[src/rtl/byte_seg_scan.sv]
// Drives a cascaded 74HC595 chain to show an 8-bit value in decimal on
// the rightmost three digits of a six-digit common-anode display.
`timescale 1ns/1ps
module byte_seg_scan #(
   parameter int unsigned SHCP_DIV = 4,
   parameter int unsigned SCAN_CNT = 50000
) (
   input  logic       clk,
   input  logic       rstn,
   input  logic [7:0] data_in,
   output logic       ds,
   output logic       shcp,
   output logic       stcp,
   output logic       oe
);

   localparam int unsigned PH_W = $clog2(SHCP_DIV);
   localparam int unsigned DW_W = $clog2(SCAN_CNT);
   localparam logic [PH_W-1:0] PH_LAST  = PH_W'(SHCP_DIV - 1);
   localparam logic [PH_W-1:0] PH_HALF  = PH_W'(SHCP_DIV / 2);
   localparam logic [DW_W-1:0] DW_LAST  = DW_W'(SCAN_CNT - 1);
   localparam logic [3:0]      BIT_LAST = 4'd13;
   localparam logic [3:0]      BLANK    = 4'hF;

   localparam logic [2:0] S_IDLE  = 3'd0;
   localparam logic [2:0] S_CONV  = 3'd1;
   localparam logic [2:0] S_SHIFT = 3'd2;
   localparam logic [2:0] S_LATCH = 3'd3;
   localparam logic [2:0] S_HOLD  = 3'd4;

   logic [2:0]      state_q, state_d;
   logic [1:0]      digit_q, digit_d;
   logic [3:0]      bit_q, bit_d;
   logic [PH_W-1:0] ph_q, ph_d;
   logic [DW_W-1:0] dwell_q, dwell_d;
   logic [7:0]      bin_q, bin_d;
   logic [11:0]     bcd_q, bcd_d;
   logic            ds_q, ds_d;
   logic            shcp_q, shcp_d;
   logic            stcp_q, stcp_d;
   logic            oe_q, oe_d;

   logic [7:0]  src_bin;
   logic [11:0] src_bcd;
   logic [11:0] adj_bcd;
   logic [7:0]  seg;
   logic [5:0]  sel;
   logic [13:0] word_d;

   function automatic logic [3:0] dab_adj(input logic [3:0] n);
      return (n >= 4'd5) ? n + 4'd3 : n;
   endfunction

   function automatic logic [7:0] seg_code(input logic [3:0] v);
      logic [7:0] s;
      case (v)
         4'd0:    s = 8'hC0;
         4'd1:    s = 8'hF9;
         4'd2:    s = 8'hA4;
         4'd3:    s = 8'hB0;
         4'd4:    s = 8'h99;
         4'd5:    s = 8'h92;
         4'd6:    s = 8'h82;
         4'd7:    s = 8'hF8;
         4'd8:    s = 8'h80;
         4'd9:    s = 8'h90;
         default: s = 8'hFF;
      endcase
      return s;
   endfunction

   // One double-dabble step; the first CONV cycle takes data_in directly
   always_comb begin
      src_bin = (bit_q == 4'd0) ? data_in : bin_q;
      src_bcd = (bit_q == 4'd0) ? 12'd0 : bcd_q;
      adj_bcd = {dab_adj(src_bcd[11:8]), dab_adj(src_bcd[7:4]), dab_adj(src_bcd[3:0])};
   end

   // Next-state logic: sequencing, counters, conversion and oe release
   always_comb begin
      state_d = state_q;
      digit_d = digit_q;
      bit_d   = bit_q;
      ph_d    = ph_q;
      dwell_d = dwell_q + DW_W'(1);
      bin_d   = bin_q;
      bcd_d   = bcd_q;
      oe_d    = oe_q;
      case (state_q)
         S_IDLE: begin
            state_d = S_CONV;
            bit_d   = 4'd0;
         end
         S_CONV: begin
            bcd_d = {adj_bcd[10:0], src_bin[7]};
            bin_d = {src_bin[6:0], 1'b0};
            bit_d = bit_q + 4'd1;
            if (bit_q == 4'd7) begin
               state_d = S_SHIFT;
               bit_d   = 4'd0;
               ph_d    = '0;
               dwell_d = '0;
            end
         end
         S_SHIFT: begin
            if (ph_q == PH_LAST) begin
               ph_d = '0;
               if (bit_q == BIT_LAST) begin
                  state_d = S_LATCH;
                  bit_d   = 4'd0;
               end else begin
                  bit_d = bit_q + 4'd1;
               end
            end else begin
               ph_d = ph_q + PH_W'(1);
            end
         end
         S_LATCH: begin
            bit_d = bit_q + 4'd1;
            if (bit_q == 4'd1) begin
               state_d = S_HOLD;
               oe_d    = 1'b0;
            end
         end
         S_HOLD: begin
            if (dwell_q == DW_LAST) begin
               bit_d = 4'd0;
               ph_d  = '0;
               if (digit_q == 2'd2) begin
                  digit_d = 2'd0;
                  state_d = S_CONV;
               end else begin
                  digit_d = digit_q + 2'd1;
                  state_d = S_SHIFT;
                  dwell_d = '0;
               end
            end
         end
         default: state_d = S_IDLE;
      endcase
   end

   // Word for the upcoming digit, with leading-zero blanking
   always_comb begin
      seg = 8'hFF;
      sel = 6'b000000;
      case (digit_d)
         2'd0: begin
            seg = seg_code(bcd_d[3:0]);
            sel = 6'b000001;
         end
         2'd1: begin
            seg = seg_code((bcd_d[11:8] == 4'd0 && bcd_d[7:4] == 4'd0) ? BLANK : bcd_d[7:4]);
            sel = 6'b000010;
         end
         2'd2: begin
            seg = seg_code((bcd_d[11:8] == 4'd0) ? BLANK : bcd_d[11:8]);
            sel = 6'b000100;
         end
         default: begin
            seg = 8'hFF;
            sel = 6'b000000;
         end
      endcase
      word_d = {seg, sel};
   end

   // Pin values follow the next state so they line up with it after the edge
   always_comb begin
      ds_d   = ds_q;
      shcp_d = 1'b0;
      stcp_d = 1'b0;
      if (state_d == S_SHIFT) begin
         ds_d   = word_d[bit_d];
         shcp_d = (ph_d >= PH_HALF);
      end
      if (state_d == S_LATCH) begin
         stcp_d = 1'b1;
      end
   end

   // State and output registers with synchronous reset
   always_ff @(posedge clk) begin
      if (rstn) begin
         state_q <= S_IDLE;
         digit_q <= 2'd0;
         bit_q   <= 4'd0;
         ph_q    <= '0;
         dwell_q <= '0;
         bin_q   <= 8'd0;
         bcd_q   <= 12'd0;
         ds_q    <= 1'b0;
         shcp_q  <= 1'b0;
         stcp_q  <= 1'b0;
         oe_q    <= 1'b1;
      end else begin
         state_q <= state_d;
         digit_q <= digit_d;
         bit_q   <= bit_d;
         ph_q    <= ph_d;
         dwell_q <= dwell_d;
         bin_q   <= bin_d;
         bcd_q   <= bcd_d;
         ds_q    <= ds_d;
         shcp_q  <= shcp_d;
         stcp_q  <= stcp_d;
         oe_q    <= oe_d;
      end
   end

   assign ds   = ds_q;
   assign shcp = shcp_q;
   assign stcp = stcp_q;
   assign oe   = oe_q;

endmodule

[config.mk]
export PLATFORM = sky130hd
export DESIGN_NAME = byte_seg_scan
export DESIGN_NICKNAME = d
export VERILOG_FILES = /design/src/rtl/byte_seg_scan.sv
export SDC_FILE = /design/constraint.sdc
export NUM_CORES = 1
export LEC_CHECK = 0
export CAP_MARGIN = 20
export CORE_ASPECT_RATIO = 0.8
export CORE_UTILIZATION = 60
export CTS_CLUSTER_SIZE = 12
export DETAILED_ROUTE_END_ITERATION = 12
export PLACE_DENSITY = 0.78
export SLEW_MARGIN = 20
export SYNTH_ARGS = -nofsm -noshare
export SYNTH_HDL_FRONTEND = slang
export SYNTH_SLANG_ARGS = --single-unit
[constraint.sdc]
create_clock -name clk -period 12 [get_ports clk]
set_clock_uncertainty 0.15 [all_clocks]
set_input_delay 3 -clock clk [delete_from_list [all_inputs] [get_ports clk]]
set_output_delay 3 -clock clk [all_outputs]
set_load 0.01 [all_outputs]
==> flow_summary.toml, run 1 <==
[cts]
worstSkewPairLatency_ns = 0.31
clkTransAtPathRegs_ns = 0.09
cts.sinks = 50
clock_tree.htree_level_count = 2
cts_setup_buffers = 0
cts_made_buffers = 5
maximum_root_to_sink_buffer_count = 2
cts_root_buf = "clkbuf_8"
ctsResizeCount = 0
cts.hold.buffers_added = 0
cts_tree = "done"

[sta]
final.min_clock_period_ns = 5.46
setup_slack_ns = 6.54
setup_repair_after_global_routing_missed_its_margin = "false"
fraction_of_the_cycle_the_final_worst_path_needs_pct = 45.5
finalHoldViolCount = 0
clock.fmax_mhz = 183
transition_time_at_the_pin_with_the_least_slew_margin_ns = 1.06
totalNegativeSetupSlack_ns = 0
timing.final.setup_violations = 0
maxSlewHeadroom_pct = 29.3
final_max_slew_viol_count = 0

[place]
post-dp-hpwl_mm = 5.74
io_buffer_count = 13
pre_cts_ws_ns = 6.25
gp_congestion = 0.887

[critical_path]
path_cells = "clkdlybuf4s50_1 -> a21oi_1 -> o2bb2ai_1 -> inv_1 -> ha_1 -> o21a_1 -> o21ai_0 -> o21ai_1 -> a2111oi_1 -> a211oi_1 -> o41ai_2"
timing_worst_setup_path_type = "input port to flop"
worstSetupEndpoint = "ds"
timing.reg2reg.setup_slack_ns = 6.96
critPathRequiredTime_ns = 12.07
cp-start-kind = "input port"
crit_start = "data_in[7]"
ff2ff_path_depth = 18
worst-endpoint-arrival_ns = 5.53
crit-reg2reg-launch = "bit_q[0]"
cell_at_the_slowest_stage_of_the_critical_path = "clkdlybuf4s50_1"
setup.worst_path.end_class = "flop"
maximum_single_stage_delay_on_the_critical_path_ns = 0.41
timing.rr.end = "ds"
critical_path.max_fanout = 7

[drt]
post_detailed_route_via_to_cell_ratio = 6.21
wirelength_met1_mm = 4.06
via_count = 3354
drtAntennaViolNets = 0
wire_per_inst_um = 15.0
detailedRoute.firstPassIterationCount = 4
dr.first_iter.drc_count = 238
routed-wl-met3_um = 508
highest-signal-layer = "met4"
detailroute.wirelength.met2_mm = 3.48
drc = 0
finalWirelength_mm = 8.12

[grt]
grt.total_usage_pct = 27.3
global_route.overflow_total = 0
grt_start_max_net_pins = 35
grt_pass1_vias = 2929
grt_antenna_before_repair = 0
grt_first_pass_wirelength_mm = 13.6

[synthesis]
post_synth_edffs = 0
synthArstFlopShare_pct = 0
syn-num-nets = 497
synth_warnings = 0
syn-instance-count = 464
syn_area_per_cell_um2 = 7.74
postSynthRegisterBits = 50
synth_cell_type_count = 72
yosysMostFrequentCell = "nor2_1"
synth.top_cells.by_area = "dfxtp_1, ha_1, nor2_1"
synthFlopType = "dfxtp_1"
syn-cell-area_um2 = 3590
netlist.area_leader.share_pct = 27.9
synth.largest_area_cell = "dfxtp_1"
synth.top_cells.by_count = "nor2_1, dfxtp_1, nand2_1"
synth-seq-area-share_pct = 27.9

[die]
die-area_um2 = 6300
die_width_um = 88.5
num_io_pins = 14
placement_rows = 24
die_y_extent_um = 71.2
floorplan.initialDensity_pct = 64.0
std_cell_core_area_um2 = 5620

[pwr]
ir_worst_vdd_mv = 0.0767
power-per-cell-area_nw_per_um2 = 89.0
leakage_uw = 0.00146
fin_total_pwr_uw = 342

[finish]
area_delta_synth_final_pct = 6.82
fraction_of_layout_cells_with_a_size_suffix_above_1_pct = 6.49
final_net_count = 494
postLayoutCoreUtil_pct = 68.4
antenna_cells = 0

[worst_hold_path]
hp-class = "flop to flop"
min_from = "dwell_q[0]"

[status]
run_status = "complete, no violations"

[job]
drv_cap = 0
-- cells in the final DEF, fill, tap and decap left out, types with 11 or more instances in the layout --
| cell type | n |
|---|---|
| clkdlybuf4s50_1 | 13 |
| nand3_1 | 14 |
| dfxtp_1 | 50 |
| nor2_1 | 64 |
| nand2_1 | 46 |
| nor3_1 | 14 |
| inv_1 | 19 |
| nor2b_1 | 11 |
| a21oi_1 | 23 |
| o21ai_0 | 18 |
| ha_1 | 23 |
-- where the power goes --
part           switching (µW)  leakage (µW)  internal, µW
clock network            60.5     0.0000563          63.5
logic                    26.6       0.00100          17.7
registers                3.57      0.000406           170
total                    90.7       0.00146           251
-- routing by layer --
metal	up-vias	GRT usage (%)
li1	1672	-
met1	1570	41.4
met2	104	40.5
met3	8	3.92
met4	0	6.63
met5	-	0
-- per-stage QoR --
step                cell area (µm²)  hold slack [ns]  std cells
floorplan                      3590            0.268        464
global placement               3720            0.278        532
detailed placement             3720            0.290        532
CTS                            3830            0.307        540
global route                   3840            0.334        540
finish                         3840            0.299        540
-- layout make-up --
cell class                      instances  area (µm²)
Multi-Input combinational cell        369        2400
Fill cell                             495        1780
Sequential cell                        50        1000
Timing Repair Buffer                   15         145
Tap cell                               78        97.6
Inverter                               20        75.1
Clock buffer                            5        68.8
Clock inverter                          3        48.8
-- worst max-delay path, delay by kind of cell --
kind / cells / cell delay [ns]
compound gates: 8 / 1.66
fa+ha+maj: 1 / 0.31
buf+inv: 2 / 0.55
-- flip-flops by register name, summed over array words and instances (netlist names) --
register,flops
bin_q,7
dwell_q,16
bit_q,4
ds,1
stcp,1
state_q,3
shcp,1
oe,1
ph_q,2
bcd_q,12
digit_q,2
-- worst min-delay path by stage --
stage / to / depth (start not counted)
after floorplan: dwell_q[0] / 1
after detailed placement: dwell_q[0] / 1
final: dwell_q[0] / 1
after global placement: dwell_q[0] / 1
after global routing: dwell_q[0] / 1
after CTS: dwell_q[0] / 1
-- logic make-up (layout without fill, tap and decap cells) --
group                      count (synthesis)  count (layout)  share of synthesized area [%]
xor gates and xnor gates                  16              16                           3.90
adders and majority gates                 23              23                           8.01
muxes                                      7               7                           2.05
buffers and inverters                     45              43                           5.40
AOI/OAI and AO/OA                        119             119                           24.0
DFF                                       50              50                           27.9
and+or+nand+nor                          204             204                           28.8
(Power assumes the default switching activity.)
==> run 2: changes to the inputs <==
--- a/config.mk
+++ b/config.mk
@@ -7,10 +7,10 @@
 export LEC_CHECK = 0
 export CAP_MARGIN = 20
 export CORE_ASPECT_RATIO = 0.8
-export CORE_UTILIZATION = 60
+export CORE_UTILIZATION = 56
 export CTS_CLUSTER_SIZE = 12
 export DETAILED_ROUTE_END_ITERATION = 12
-export PLACE_DENSITY = 0.78
+export PLACE_DENSITY = 0.76
 export SLEW_MARGIN = 20
 export SYNTH_ARGS = -nofsm -noshare
 export SYNTH_HDL_FRONTEND = slang
==> constraint.sdc (replaced) <==
create_clock -name clk -period 4.9 [get_ports clk]
set_clock_uncertainty 0.15 [all_clocks]
set_input_delay 1.225 -clock clk [delete_from_list [all_inputs] [get_ports clk]]
set_output_delay 1.225 -clock clk [all_outputs]
set_load 0.01 [all_outputs]
==> run 2 against run 1 <==
Net effect: via count fell by 1.2%; clock power rose by 110%; final cell count rose by 1.7%; clock-buffer cell count did not move; non-clock buffer count rose by 6; sequential cell count did not move; wire length rose by 3.2%.
==> flow_summary.toml, run 2 (same netlist as run 1, synthesis figures left out) <==
[pwr]
power-per-cell-area_nw_per_um2 = 206
leakage_uw = 0.00149
ir_worst_vdd_mv = 0.141

[finish]
finalInstanceArea_um2 = 3860
fraction_of_layout_cells_with_a_size_suffix_above_1_pct = 7.69
antenna_cells = 0
largest-register = "dwell_q"
final_net_count = 500
area_delta_synth_final_pct = 7.56
top_regs = "dwell_q: 16 flops, bcd_q: 12 flops, bin_q: 7 flops"
largest_register_ffs = 16
layout.cells.most_common = "nor2_1"
most-common-layout-cells = "nor2_1, dfxtp_1, nand2_1"

[drt]
dr.first_iter.drc_count = 223
wire_per_inst_um = 15.3
via_count = 3313
finalWirelength_mm = 8.38
detailedRoute.firstPassIterationCount = 5
drtAntennaViolNets = 0
drc = 0
post_detailed_route_via_to_cell_ratio = 6.03

[cts]
cts_root_buf = "clkbuf_8"
worstSkewPairLatency_ns = 0.31
cts.hold.buffers_added = 0
cts_tree = "done"
ctsResizeCount = 0
clock_tree.htree_level_count = 2
cts.sinks = 50
cts_setup_buffers = 0
maximum_root_to_sink_buffer_count = 2
cts_made_buffers = 5
clkTransAtPathRegs_ns = 0.11

[die]
die_width_um = 91.6
std_cell_core_area_um2 = 6040
die_y_extent_um = 73.7
floorplan.initialDensity_pct = 59.5
placement_rows = 25
die-area_um2 = 6740
num_io_pins = 14

[critical_path]
worst-endpoint-arrival_ns = 4.41
timing_worst_setup_path_type = "flop to flop"
cp-start-kind = "flop"
critPathRequiredTime_ns = 4.97
setup.worst_path.end_class = "flop"
critical_path.max_fanout = 10

[place]
gp_congestion = 0.926
post-dp-hpwl_mm = 6.18
io_buffer_count = 13
post_dp_cell_area_um2 = 3770

[sta]
timing.final.setup_violations = 0
final.min_clock_period_ns = 4.35
finalHoldViolCount = 0
final_max_slew_viol_count = 0
fraction_of_the_cycle_the_final_worst_path_needs_pct = 88.7
transition_time_at_the_pin_with_the_least_slew_margin_ns = 0.693
setup_repair_after_global_routing_missed_its_margin = "false"
maxSlewHeadroom_pct = 53.8
hold-worst-slack_ns = 0.302
totalNegativeSetupSlack_ns = 0
clock.fmax_mhz = 230

[grt]
grt.total_usage_pct = 26.1
grt_first_pass_wirelength_mm = 14.0
grt_pass1_vias = 2933
global_route.overflow_total = 0
grt_antenna_before_repair = 0
grt_start_max_net_pins = 36

[job]
drv_cap = 0

[status]
run_status = "complete, no violations"

[worst_hold_path]
hp-class = "flop to flop"
-- run 2: area by class of cell --
cell class,instances,area (µm²)
Timing Repair Buffer,21,190
Fill cell,517,2170
Clock inverter,3,26.3
Sequential cell,50,1000
Multi-Input combinational cell,369,2400
Inverter,20,75.1
Tap cell,81,101
Clock buffer,5,68.8
-- run 2: critical path: stages (launching register included) --
cell,delay [ns]
dfxtp_1,0.45
inv_1,0.07
ha_1,0.21
or3b_1,0.36
nand2_1,0.10
ha_1,0.28
nand2_1,0.12
a31oi_1,0.09
o41a_1,0.49
ha_1,0.34
a21oi_1,0.20
inv_1,0.06
ha_1,0.27
mux2i_1,0.13
nor2_1,0.07
o2111a_1,0.24
a311oi_1,0.21
a221oi_1,0.13
o41ai_2,0.27
-- run 2: final timing paths --
path | from | endpoint | slack (ns) | cells after the start
max | bit_q[0] | ds | 0.55 | 18
min | dwell_q[0] | dwell_q[0] | 0.30 | 1
max reg2reg | bit_q[0] | ds | 0.55 | 18
min reg2reg | dwell_q[0] | dwell_q[0] | 0.30 | 1
-- run 2: metal layers --
| metal | vias to the layer above | GRT usage (%) | routed length (µm) |
|---|---|---|---|
| li1 | 1676 | - | - |
| met1 | 1533 | 36.8 | 4150 |
| met2 | 96 | 41.7 | 3670 |
| met3 | 8 | 4.45 | 467 |
| met4 | 0 | 6.17 | 93 |
| met5 | - | 0 | 0 |
-- run 2: metrics by stage --
step | instances | setup WS [ns] | power (µW) | util [%]
after floorplan | 464 | 0.496 | 513 | -
after global placement | 541 | 0.780 | 539 | 62.4
after detailed placement | 541 | 0.600 | 542 | 62.4
after CTS | 549 | 0.586 | 802 | 64.0
after global routing | 549 | 0.226 | 836 | 64.0
final | 549 | 0.554 | 796 | 64.0
-- run 2: power breakdown --
group / switching (µW) / internal, µW / leakage [µW] / total, µW
sequential: 8.59 / 415 / 0.000406 / 424
combinational: 65.0 / 45.7 / 0.00103 / 111
clock: 156 / 105 / 0.0000491 / 261
total: 229 / 567 / 0.00149 / 796
